<file path="src/rtl/bildausgabe.sv">
// bildausgabe: 640x480@60 scan-out engine. Generates the video timing, reads the
// 160x120 RGB332 framebuffer with 4x4 pixel replication, and presents RGB888 with
// hsync/vsync/de aligned two clocks behind the counters.
`timescale 1ns/1ps
module bildausgabe #(
   parameter int H_ACTIVE     = 640,
   parameter int H_FP         = 16,
   parameter int H_SYNC       = 96,
   parameter int H_BP         = 48,
   parameter int V_ACTIVE     = 480,
   parameter int V_FP         = 10,
   parameter int V_SYNC       = 2,
   parameter int V_BP         = 33,
   parameter int SCALE_SHIFT  = 2,
   parameter int BITSPERPIXEL = 8
) (
   input  logic                    clk,
   input  logic                    reset_n,
   output logic [7:0]              x_data,
   output logic [7:0]              y_data,
   input  logic [BITSPERPIXEL-1:0] pixelData,
   output logic                    hsync,
   output logic                    vsync,
   output logic                    de,
   output logic [7:0]              red,
   output logic [7:0]              green,
   output logic [7:0]              blue,
   output logic                    vblank,
   output logic                    frame_start
);

   localparam int H_TOTAL = H_ACTIVE + H_FP + H_SYNC + H_BP;
   localparam int V_TOTAL = V_ACTIVE + V_FP + V_SYNC + V_BP;
   localparam int CNT_W   = 12;

   localparam logic [CNT_W-1:0] H_LAST   = CNT_W'(H_TOTAL - 1);
   localparam logic [CNT_W-1:0] H_ACT_C  = CNT_W'(H_ACTIVE);
   localparam logic [CNT_W-1:0] HS_BEGIN = CNT_W'(H_ACTIVE + H_FP);
   localparam logic [CNT_W-1:0] HS_END   = CNT_W'(H_ACTIVE + H_FP + H_SYNC);
   localparam logic [CNT_W-1:0] V_LAST   = CNT_W'(V_TOTAL - 1);
   localparam logic [CNT_W-1:0] V_ACT_C  = CNT_W'(V_ACTIVE);
   localparam logic [CNT_W-1:0] VS_BEGIN = CNT_W'(V_ACTIVE + V_FP);
   localparam logic [CNT_W-1:0] VS_END   = CNT_W'(V_ACTIVE + V_FP + V_SYNC);

   // RGB332 -> RGB888 by repeating each channel's bits to fill 8 bits, so full
   // scale maps to 0xFF and zero maps to 0x00.
   function automatic logic [23:0] expand_rgb(input logic [BITSPERPIXEL-1:0] p);
      return {p[7:5], p[7:5], p[7:6],
              p[4:2], p[4:2], p[4:3],
              p[1:0], p[1:0], p[1:0], p[1:0]};
   endfunction

   logic [CNT_W-1:0] h_cnt;
   logic [CNT_W-1:0] v_cnt;
   logic             vld_p0, hs_p0, vs_p0, vb_p0, fs_p0;
   logic             vld_p1, hs_p1, vs_p1, vb_p1, fs_p1;
   logic [23:0]      rgb_p1;

   // Horizontal / vertical raster counters; the line counter steps at end of line.
   always_ff @(posedge clk or negedge reset_n) begin
      if (!reset_n) begin
         h_cnt <= '0;
         v_cnt <= '0;
      end else if (h_cnt == H_LAST) begin
         h_cnt <= '0;
         v_cnt <= (v_cnt == V_LAST) ? '0 : v_cnt + CNT_W'(1);
      end else begin
         h_cnt <= h_cnt + CNT_W'(1);
      end
   end

   // ---- stage 0: timing flags decoded from the current counter state ----
   // Decode visible region, sync windows, blanking and frame origin.
   always_comb begin
      vld_p0 = (h_cnt < H_ACT_C) && (v_cnt < V_ACT_C);
      hs_p0  = !((h_cnt >= HS_BEGIN) && (h_cnt < HS_END));
      vs_p0  = !((v_cnt >= VS_BEGIN) && (v_cnt < VS_END));
      vb_p0  = (v_cnt >= V_ACT_C);
      fs_p0  = (h_cnt == '0) && (v_cnt == '0);
   end

   // ---- stage 1: framebuffer address issued, flags delayed alongside ----
   // Addresses park at 0 during blanking so the read port never sees out-of-range values.
   always_ff @(posedge clk or negedge reset_n) begin
      if (!reset_n) begin
         x_data <= '0;
         y_data <= '0;
         vld_p1 <= 1'b0;
         hs_p1  <= 1'b1;
         vs_p1  <= 1'b1;
         vb_p1  <= 1'b0;
         fs_p1  <= 1'b0;
      end else begin
         x_data <= vld_p0 ? 8'(h_cnt >> SCALE_SHIFT) : 8'd0;
         y_data <= vld_p0 ? 8'(v_cnt >> SCALE_SHIFT) : 8'd0;
         vld_p1 <= vld_p0;
         hs_p1  <= hs_p0;
         vs_p1  <= vs_p0;
         vb_p1  <= vb_p0;
         fs_p1  <= fs_p0;
      end
   end

   // Blank the colour outside the visible window.
   always_comb begin
      rgb_p1 = vld_p1 ? expand_rgb(pixelData) : 24'd0;
   end

   // ---- stage 2: returned pixel captured, all outputs mutually aligned ----
   // Register the colour together with the stage-1 copies of the timing flags.
   always_ff @(posedge clk or negedge reset_n) begin
      if (!reset_n) begin
         red         <= '0;
         green       <= '0;
         blue        <= '0;
         hsync       <= 1'b1;
         vsync       <= 1'b1;
         de          <= 1'b0;
         vblank      <= 1'b0;
         frame_start <= 1'b0;
      end else begin
         red         <= rgb_p1[23:16];
         green       <= rgb_p1[15:8];
         blue        <= rgb_p1[7:0];
         hsync       <= hs_p1;
         vsync       <= vs_p1;
         de          <= vld_p1;
         vblank      <= vb_p1;
         frame_start <= fs_p1;
      end
   end

endmodule

</file>
<file path="config.mk">
export PLATFORM = sky130hd
export DESIGN_NAME = bildausgabe
export DESIGN_NICKNAME = d
export VERILOG_FILES = /design/src/rtl/bildausgabe.sv
export SDC_FILE = /design/constraint.sdc
export NUM_CORES = 1
export LEC_CHECK = 0
export ABC_AREA = 0
export BUFFER_PORTS_ARGS = -buffer_cell sky130_fd_sc_hd__buf_4
export CAP_MARGIN = 40
export CORE_ASPECT_RATIO = 1.75
export CORE_MARGIN = 2
export CORE_UTILIZATION = 53
export DETAILED_ROUTE_END_ITERATION = 8
export GPL_ROUTABILITY_DRIVEN = 0
export PLACE_DENSITY = 0.75
export SYNTH_ARGS = -nofsm -noshare
export SYNTH_HDL_FRONTEND = slang
export SYNTH_SLANG_ARGS = --single-unit
</file>
<file path="constraint.sdc">
create_clock -name clk -period 1.85 [get_ports clk]
set_input_delay 0 -clock clk [delete_from_list [all_inputs] [get_ports clk]]
set_output_delay 0 -clock clk [all_outputs]
set_load 0.01 [all_outputs]
</file>
* Word-level counts from Yosys, hierarchy flattened
Index checks and enable logic that the tools add are counted.
Word-level totals: flip-flop bits (word level) 74, latch bits 0, RAM bits 0, memory bits (read-only) 0, input bits 10, output and inout bits 45, logic and storage cells 41, memories kept 0
Operators by class: $add $sub $neg 2, multipliers 0, divide/modulo/power cells 0, magnitude comparators 7, equality and inequality tests 2, shifts and indexed selects 0, muxes and demuxes 5, bitwise gates (word level) 0, reductions and logical operators 8
Operator list (number):
- $add 12x1->12 const B | 2
- $eq 12x10->1 const B | 2
- $ge 12x9->1 const B | 2
- $logic_not 12->1 | 2
- $lt 12x10->1 const B | 2
- $lt 12x9->1 const B | 2
- $mux 12 | 2
- $mux 24 | 1
- $mux 8 | 2
- $ge 12x10->1 const B | 1
- $logic_and 1x1->1 | 4
- $logic_not 1->1 | 2

* Logic depth before layout (Yosys ltp)
Gate-level depths: netlist of the first run.
word-level depth 3, depth in mapped cells 7

* Least setup slack after synthesis of the first run
Ideal clock, no wire load.
path type flip-flop to flip-flop, start register v_cnt[5], end register y_data[4], arrival 1.530 ns, required time 1.784 ns, slack 0.254 ns, stages on the path, launching flop included 8, cells stage by stage dfrtp_1 buf_6 and4_1 or4_1 buf_2 nor2_4 buf_6 and2_1
On the way: cells in the longest elaborated chain, start to end 3
RTL lines:
- start: declaration | line 54 | logic [CNT_W-1:0] v_cnt;
- start signal: assignment | line 66 | v_cnt <= (v_cnt == V_LAST) ? '0 : v_cnt + CNT_W'(1);
- $lt 12x9->1 | line 75 | vld_p0 = (h_cnt < H_ACT_C) && (v_cnt < V_ACT_C);
- $logic_and 1x1->1 | line 75
- via vld_p0 | line 55 | logic vld_p0, hs_p0, vs_p0, vb_p0, fs_p0;
- $mux 8 | line 95 | y_data <= vld_p0 ? 8'(v_cnt >> SCALE_SHIFT) : 8'd0;
- end signal: assignment | line 95
- end: declaration | line 20 | output logic [7:0] y_data,
The timed path passes the listed nets, and every way through them passes these cells. A chain may end at the register's enable or synchronous reset.

* Worst setup path in the final report of the first run
start register v_cnt[6], end register v_cnt[10]
On the way: cells in the longest elaborated chain, start to end 2, elaborated cells between the ends (all ways) 3, classes of those cells add/sub: 1; eq/ne: 1; mux: 1
RTL lines (line):
- $add 12x1->12 / $eq 12x10->1 (equally long branches) | 66
- $mux 12 * | 66
Mark *: on every way between the ends. The rest lies on a longest branch, timed or not.

==> metrics.txt, run 1 <==
status finished, final reports clean; yosys warns 0; Final Slew Violations 0; Synth Net Count 238; fin crit period 1.755 ns; setup_tns 0 ns; Core Util, Final 69.81%; vias in the first global route 1823; CTS root buf clkbuf_8; first-pass GRT wire length 8.694 mm; cell taking the most area after synthesis dfrtp_1; NetSw 0.5530 mW; ranking of synthesized cells by area dfrtp_1, buf_4, and2_1; Post-synth EDFFs 0; Critical Path Start Type flop; Sw Ratio 20.56%; final hold violations 0; drc violations 0; CTS Buf Count 9; Rel. slew slack 54.39%; total wire length 5.416 mm; crit path cell chain nor4_1 -> buf_4 -> and4_2 -> o21ai_0 -> a22o_1; Avg WL per Cell 15.70 µm; register-to-register setup slack 0.1 ns; most numerous cell in the Yosys netlist dfrtp_1; Fmax achieved 569.8 MHz; Clock Tree Buf Depth 2; DR vias/cell 5.487; Worst Setup End Kind flop; post-DP HPWL 3.529 mm; area delta synth->final 29.19%; Top delay family on crit path simple AND/OR/NAND/NOR gates; reg-to-reg startpoint v_cnt[6]; Yosys cell types 36; Core ar. 4624 µm²; Die W 55.91 µm; fillers 336; Clock Power Share 47.7%; Reg power frac 47.9%; initial DRC count 53; Slowest-stage cell, CP dfrtp_1; setup slack after layout 0.09507 ns; RSZ-0062 raised after global routing no; Mapped Avg Cell Area 11.20 µm²; Max Cap Viol 0; CP required 2.07 ns; # diodes 0; initial antenna violation count 0; Worst Path Max Fanout 8; Total Nets Final 303; H-tree levels 3; Arr. time, crit path 1.98 ns; Mapped Cells 223; WP buf/inv 1; cells on worst reg2reg path 5; Synth async-reset ratio 100.0%; Crit Path Class reg2reg; Synth top cells by count dfrtp_1, and2_1, buf_4, nor2_1; Leak Pwr 1.530 nW; worst skew pair latency 0.33 ns; placed cell area 2900 µm²; pin count of the biggest net entering global routing 59; Worst Max-Slew Pin Slew 0.6842 ns; share of the synthesized area in the top cell type 54.08%; worst reg2reg endpoint v_cnt[10]; Chip Height 94.83 µm; total power draw 2.690 mW; gr ovfl total 0; share of cells above drive strength 1 31.06%; post-route cell area 3228 µm²; Place WS 0.02387 ns; Clock Skews 0.009445 ns; VDD IR max 0.0008947 V; port buffer count 54; fin crit share 94.86%; total number of vias 1893; Hold WC Path Type in2async; Internal Dissipation 2.137 mW; setup violators final 0; Synth Flop Type dfrtp_1; register area 1456 µm²; # clock sinks 58; clock transition at the registers of the reported paths 0.07 ns; Yosys reg bits 58; # rows 33; area of the multi-input gates 855.8 µm²; Post-Syn Area 2499 µm²; CTS tree done; post-synthesis sequential area ratio 58.29%; Initial Utilization 54.03%; Comb pwr share 4.4%; io pins 55; DR pass1 iterations 4; gr usage total 22.30%; area of the die 5301 µm²; remaining antenna violation count 0; pwr/cell area 833.2 nW/µm²; CP max stage delay 0.47 ns
layout by cell type, fill, tap and decap left out, types with 9 or more instances in the layout:
cell	instances
and2_1	19
buf_4	68
clkbuf_8	10
dfrtp_1	54
dlygate4sd3_1	9
nand2_1	11
nand3_1	11
nor2_1	12
nor3_1	9
worst max-delay path by stage:
| stage | from | to | slack [ns] | cells past startpoint |
|---|---|---|---|---|
| 4_1_cts | v_cnt[6] | v_cnt[10] | 0.1 | 5 |
| 5_1_grt | v_cnt[6] | v_cnt[6] | 0.03 | 5 |
| 3_3_place_gp | h_cnt[5] | v_cnt[1] | 0.08 | 4 |
| 2_1_floorplan | v_cnt[5] | y_data[4] | 0.25 | 7 |
| 3_5_place_dp | h_cnt[5] | v_cnt[4] | 0.02 | 4 |
| 6_report | v_cnt[6] | v_cnt[10] | 0.1 | 5 |
per-layer routing:
metal	share of wire [%]	vias up	GRT usage (%)	wire length (µm)
li1	-	880	-	-
met1	37	923	23.53	2009
met2	54	80	40.48	2932
met3	6.5	10	5.479	350
met4	2.3	0	11.90	123
met5	0	-	0	0
state kept, by name, summed over array words and instances, names as in the netlist, 2 cells and up:
signal  cells
x_data      8
red         3
h_cnt      12
v_cnt      12
green       3
blue        2
y_data      8
area by class of cell:
class	count	share of cell area, %
Clock inverter	4	2.326
Tap cell	52	2.016
Timing Repair Buffer	77	18.60
Inverter	8	0.9302
Clock buffer	12	4.496
Multi-Input combinational cell	134	26.51
Sequential cell	58	45.12
timing repair:
action / 4_1_cts / 5_1_grt
gates resized for setup: 1 / 3
endpoints found under the hold margin: 62 / 0
buffers inserted: 0 / 1
hold buffers: 9 / 0
pin swaps: 0 / 1
endpoints found under the setup margin: 5 / 7
cell families after synthesis:
group           count (synthesis)  share of synthesized area, %
compound gates                 23                         6.110
xor+xnor                       10                         3.505
fa+ha+maj                       5                         2.504
buf+inv                        31                         7.862
flops                          58                         58.29
mux                             1                        0.4006
other cells                     1                        0.1501
simple gates                   94                         21.18
through the flow:
step / cells / hold WS (ns)
final: 345 / 0.2881
after global routing: 345 / 0.3591
after CTS: 344 / 0.2829
after detailed placement: 319 / 0.08897
after global placement: 319 / 0.09427
after floorplan: 223 / -0.2956
power groups by stage:
| stage | Combinational [mW] | Sequential (mW) | Clock [mW] |
|---|---|---|---|
| after global placement | 0.101 | 1.31 | 0 |
| final | 0.119 | 1.29 | 1.28 |
| after floorplan | 0.0409 | 1.31 | 0 |
| after global routing | 0.129 | 1.29 | 1.37 |
| after CTS | 0.118 | 1.29 | 1.31 |
| after detailed placement | 0.102 | 1.31 | 0 |
No activity file was read; power rests on OpenSTA's default activity.
==> run 2: changes to the inputs <==
--- a/config.mk
+++ b/config.mk
@@ -14,6 +14,7 @@
 export DETAILED_ROUTE_END_ITERATION = 8
 export GPL_ROUTABILITY_DRIVEN = 0
 export PLACE_DENSITY = 0.75
+export SETUP_SLACK_MARGIN = 0.4
 export SYNTH_ARGS = -nofsm -noshare
 export SYNTH_HDL_FRONTEND = slang
 export SYNTH_SLANG_ARGS = --single-unit
==> metrics.txt, run 2 (same netlist as run 1, synthesis figures left out) <==
status finished, final reports clean (unchanged); H-tree levels 3 (unchanged); Slowest-stage cell, CP dfrtp_1 (unchanged); total number of vias 2079 (was 1893); register-to-register setup slack 0.18 ns (was 0.1 ns); Critical Path Start Type flop (unchanged); reg-to-reg startpoint v_cnt[5] (was v_cnt[6]); setup_tns 0 ns (unchanged); Crit Path Class reg2reg (unchanged); Worst Path Max Fanout 4 (was 8); clock transition at the registers of the reported paths 0.07 ns (about the same); Chip Height 94.83 µm (unchanged); setup slack after layout 0.1786 ns (was 0.09507 ns); Largest regs h_cnt x12, v_cnt x12 (unchanged); Fmax achieved 598.3 MHz (was 569.8 MHz); drc violations 0 (unchanged); Total Nets Final 324 (was 303); # clock sinks 58 (unchanged); Clock Power Share 42.5% (was 47.7%); crit path cell chain buf_6 -> buf_4 -> nand2_1 -> or3_4 -> or3_1 -> nand3_1 (was nor4_1 -> buf_4 -> and4_2 -> o21ai_0 -> a22o_1); Hold WS 0.2706 ns (was 0.2881 ns); Max Cap Viol 0 (unchanged); worst skew pair latency 0.34 ns (was 0.33 ns); vias in the first global route 1994 (was 1823); fillers 258 (was 336); Avg WL per Cell 17.51 µm (was 15.70 µm); area of the die 5301 µm² (unchanged); gr usage total 24.40% (was 22.30%); Worst Max-Slew Pin Slew 0.6896 ns (was 0.6842 ns); Rel. slew slack 54.03% (was 54.39%); pin count of the biggest net entering global routing 59 (unchanged); CTS root buf clkbuf_8 (unchanged); CP max stage delay 0.43 ns (was 0.47 ns); Final Slew Violations 0 (unchanged); RSZ-0062 raised after global routing yes (was no); remaining antenna violation count 0 (unchanged); io pins 55 (unchanged); Core ar. 4624 µm² (unchanged); Clock Skews 0.008601 ns (was 0.009445 ns); post-DP HPWL 3.605 mm (was 3.529 mm); register area 1464 µm² (was 1456 µm²); Place WS 0.1067 ns (was 0.02387 ns); Clock Tree Buf Depth 2 (unchanged); setup violators final 0 (unchanged); most frequent cells in the layout buf_4, dfrtp_1, and2_1, nor2_1 (unchanged); CTS Buf Count 9 (unchanged); WP buf/inv 2 (was 1); # rows 33 (unchanged); Die W 55.91 µm (unchanged); CTS tree done (unchanged); Top delay family on crit path simple AND/OR/NAND/NOR gates (unchanged); CP required 2.11 ns (was 2.07 ns); fin crit share 90.34% (was 94.86%); DR vias/cell 5.680 (was 5.487); NetSw 0.5780 mW (was 0.5530 mW); most common cell after layout, fill and taps aside buf_4 (unchanged); area of the multi-input gates 1030 µm² (was 855.8 µm²); Initial Utilization 54.03% (unchanged); initial DRC count 74 (was 53); share of cells above drive strength 1 47.77% (was 31.06%); Reg power frac 52.7% (was 47.9%); initial antenna violation count 0 (unchanged); cells on worst reg2reg path 6 (was 5); Comb pwr share 4.8% (was 4.4%); Worst Setup End Kind flop (unchanged); area delta synth->final 41.91% (was 29.19%); Internal Dissipation 1.860 mW (was 2.137 mW); DR pass1 iterations 4 (unchanged); VDD IR max 0.0006373 V (was 0.0008947 V); Arr. time, crit path 1.94 ns (was 1.98 ns); # diodes 0 (unchanged); worst reg2reg endpoint v_cnt[7] (was v_cnt[10]); Hold WC Path Type in2async (unchanged); placed cell count 322 (was 319); Finished Layout Cells 366 (was 345); Leak Pwr 1.656 nW (was 1.530 nW); total wire length 6.409 mm (was 5.416 mm); port buffer count 54 (unchanged); final hold violations 0 (unchanged); pwr/cell area 687.7 nW/µm² (was 833.2 nW/µm²); first-pass GRT wire length 9.653 mm (was 8.694 mm); gr ovfl total 0 (unchanged); fin crit period 1.671 ns (was 1.755 ns); Sw Ratio 23.71% (was 20.56%)
run 2: changes by cell type in the layout (fill, tap and decap cells not counted), moves of 5 or more:
cell	previous run	this run
nor3_2	0	5
buf_6	0	7
nor3_1	9	3
buf_4	68	81
dfrtp_2	0	6
dfrtp_1	54	48
run 2: layout make-up:
| cell class | count | area share, % |
|---|---|---|
| clock buffers | 10 | 3.881 |
| well taps | 52 | 1.835 |
| clock inverters | 6 | 1.200 |
| multi-input cells | 135 | 29.04 |
| inverters | 8 | 0.8469 |
| flip-flops and latches | 58 | 41.28 |
| repair buffers | 97 | 21.91 |
run 2: worst max-delay path by stage:
stage	startpoint	end	slack [ns]	cells after the start
2_1_floorplan	v_cnt[5]	y_data[4]	0.25	7
3_3_place_gp	v_cnt[5]	y_data[6]	0.16	5
3_5_place_dp	v_cnt[5]	x_data[5]	0.11	5
4_1_cts	v_cnt[5]	x_data[5]	0.26	5
5_1_grt	v_cnt[5]	v_cnt[11]	0.15	5
6_report	v_cnt[5]	v_cnt[7]	0.18	6
run 2: power groups by stage:
stage	clock network [mW]	logic, mW	registers [mW]
floorplan	0	0.0409	1.31
global placement	0	0.101	1.31
detailed placement	0	0.102	1.31
CTS	1.04	0.118	1.29
global route	1.11	0.127	1.29
finish	1.04	0.117	1.29
run 2: repair_timing:
item | CTS | global route
setup buffers | 12 | 6
gates resized for setup | 28 | 29
setup endpoints to repair | 35 | 33
endpoints found under the hold margin | 62 | 0
gates cloned | 1 | 0
pin swaps | 9 | 18
hold buffers | 9 | 0
run 2: layer usage:
metal	up-vias	wire length, µm	track usage (%)
li1	930	-	-
met5	-	0	0
met2	117	3460	43.35
met3	31	453	4.932
met1	1001	2146	26.11
met4	0	348	15.67
run 2: through the flow:
| step | util [%] | instance area [µm²] | total power, mW |
|---|---|---|---|
| 6_report | 76.68 | 3546 | 2.438 |
| 3_3_place_gp | 63.42 | 2933 | 1.410 |
| 4_1_cts | 73.38 | 3393 | 2.448 |
| 3_5_place_dp | 63.42 | 2933 | 1.411 |
| 5_1_grt | 76.68 | 3546 | 2.527 |
| 2_1_floorplan | - | 2516 | 1.355 |
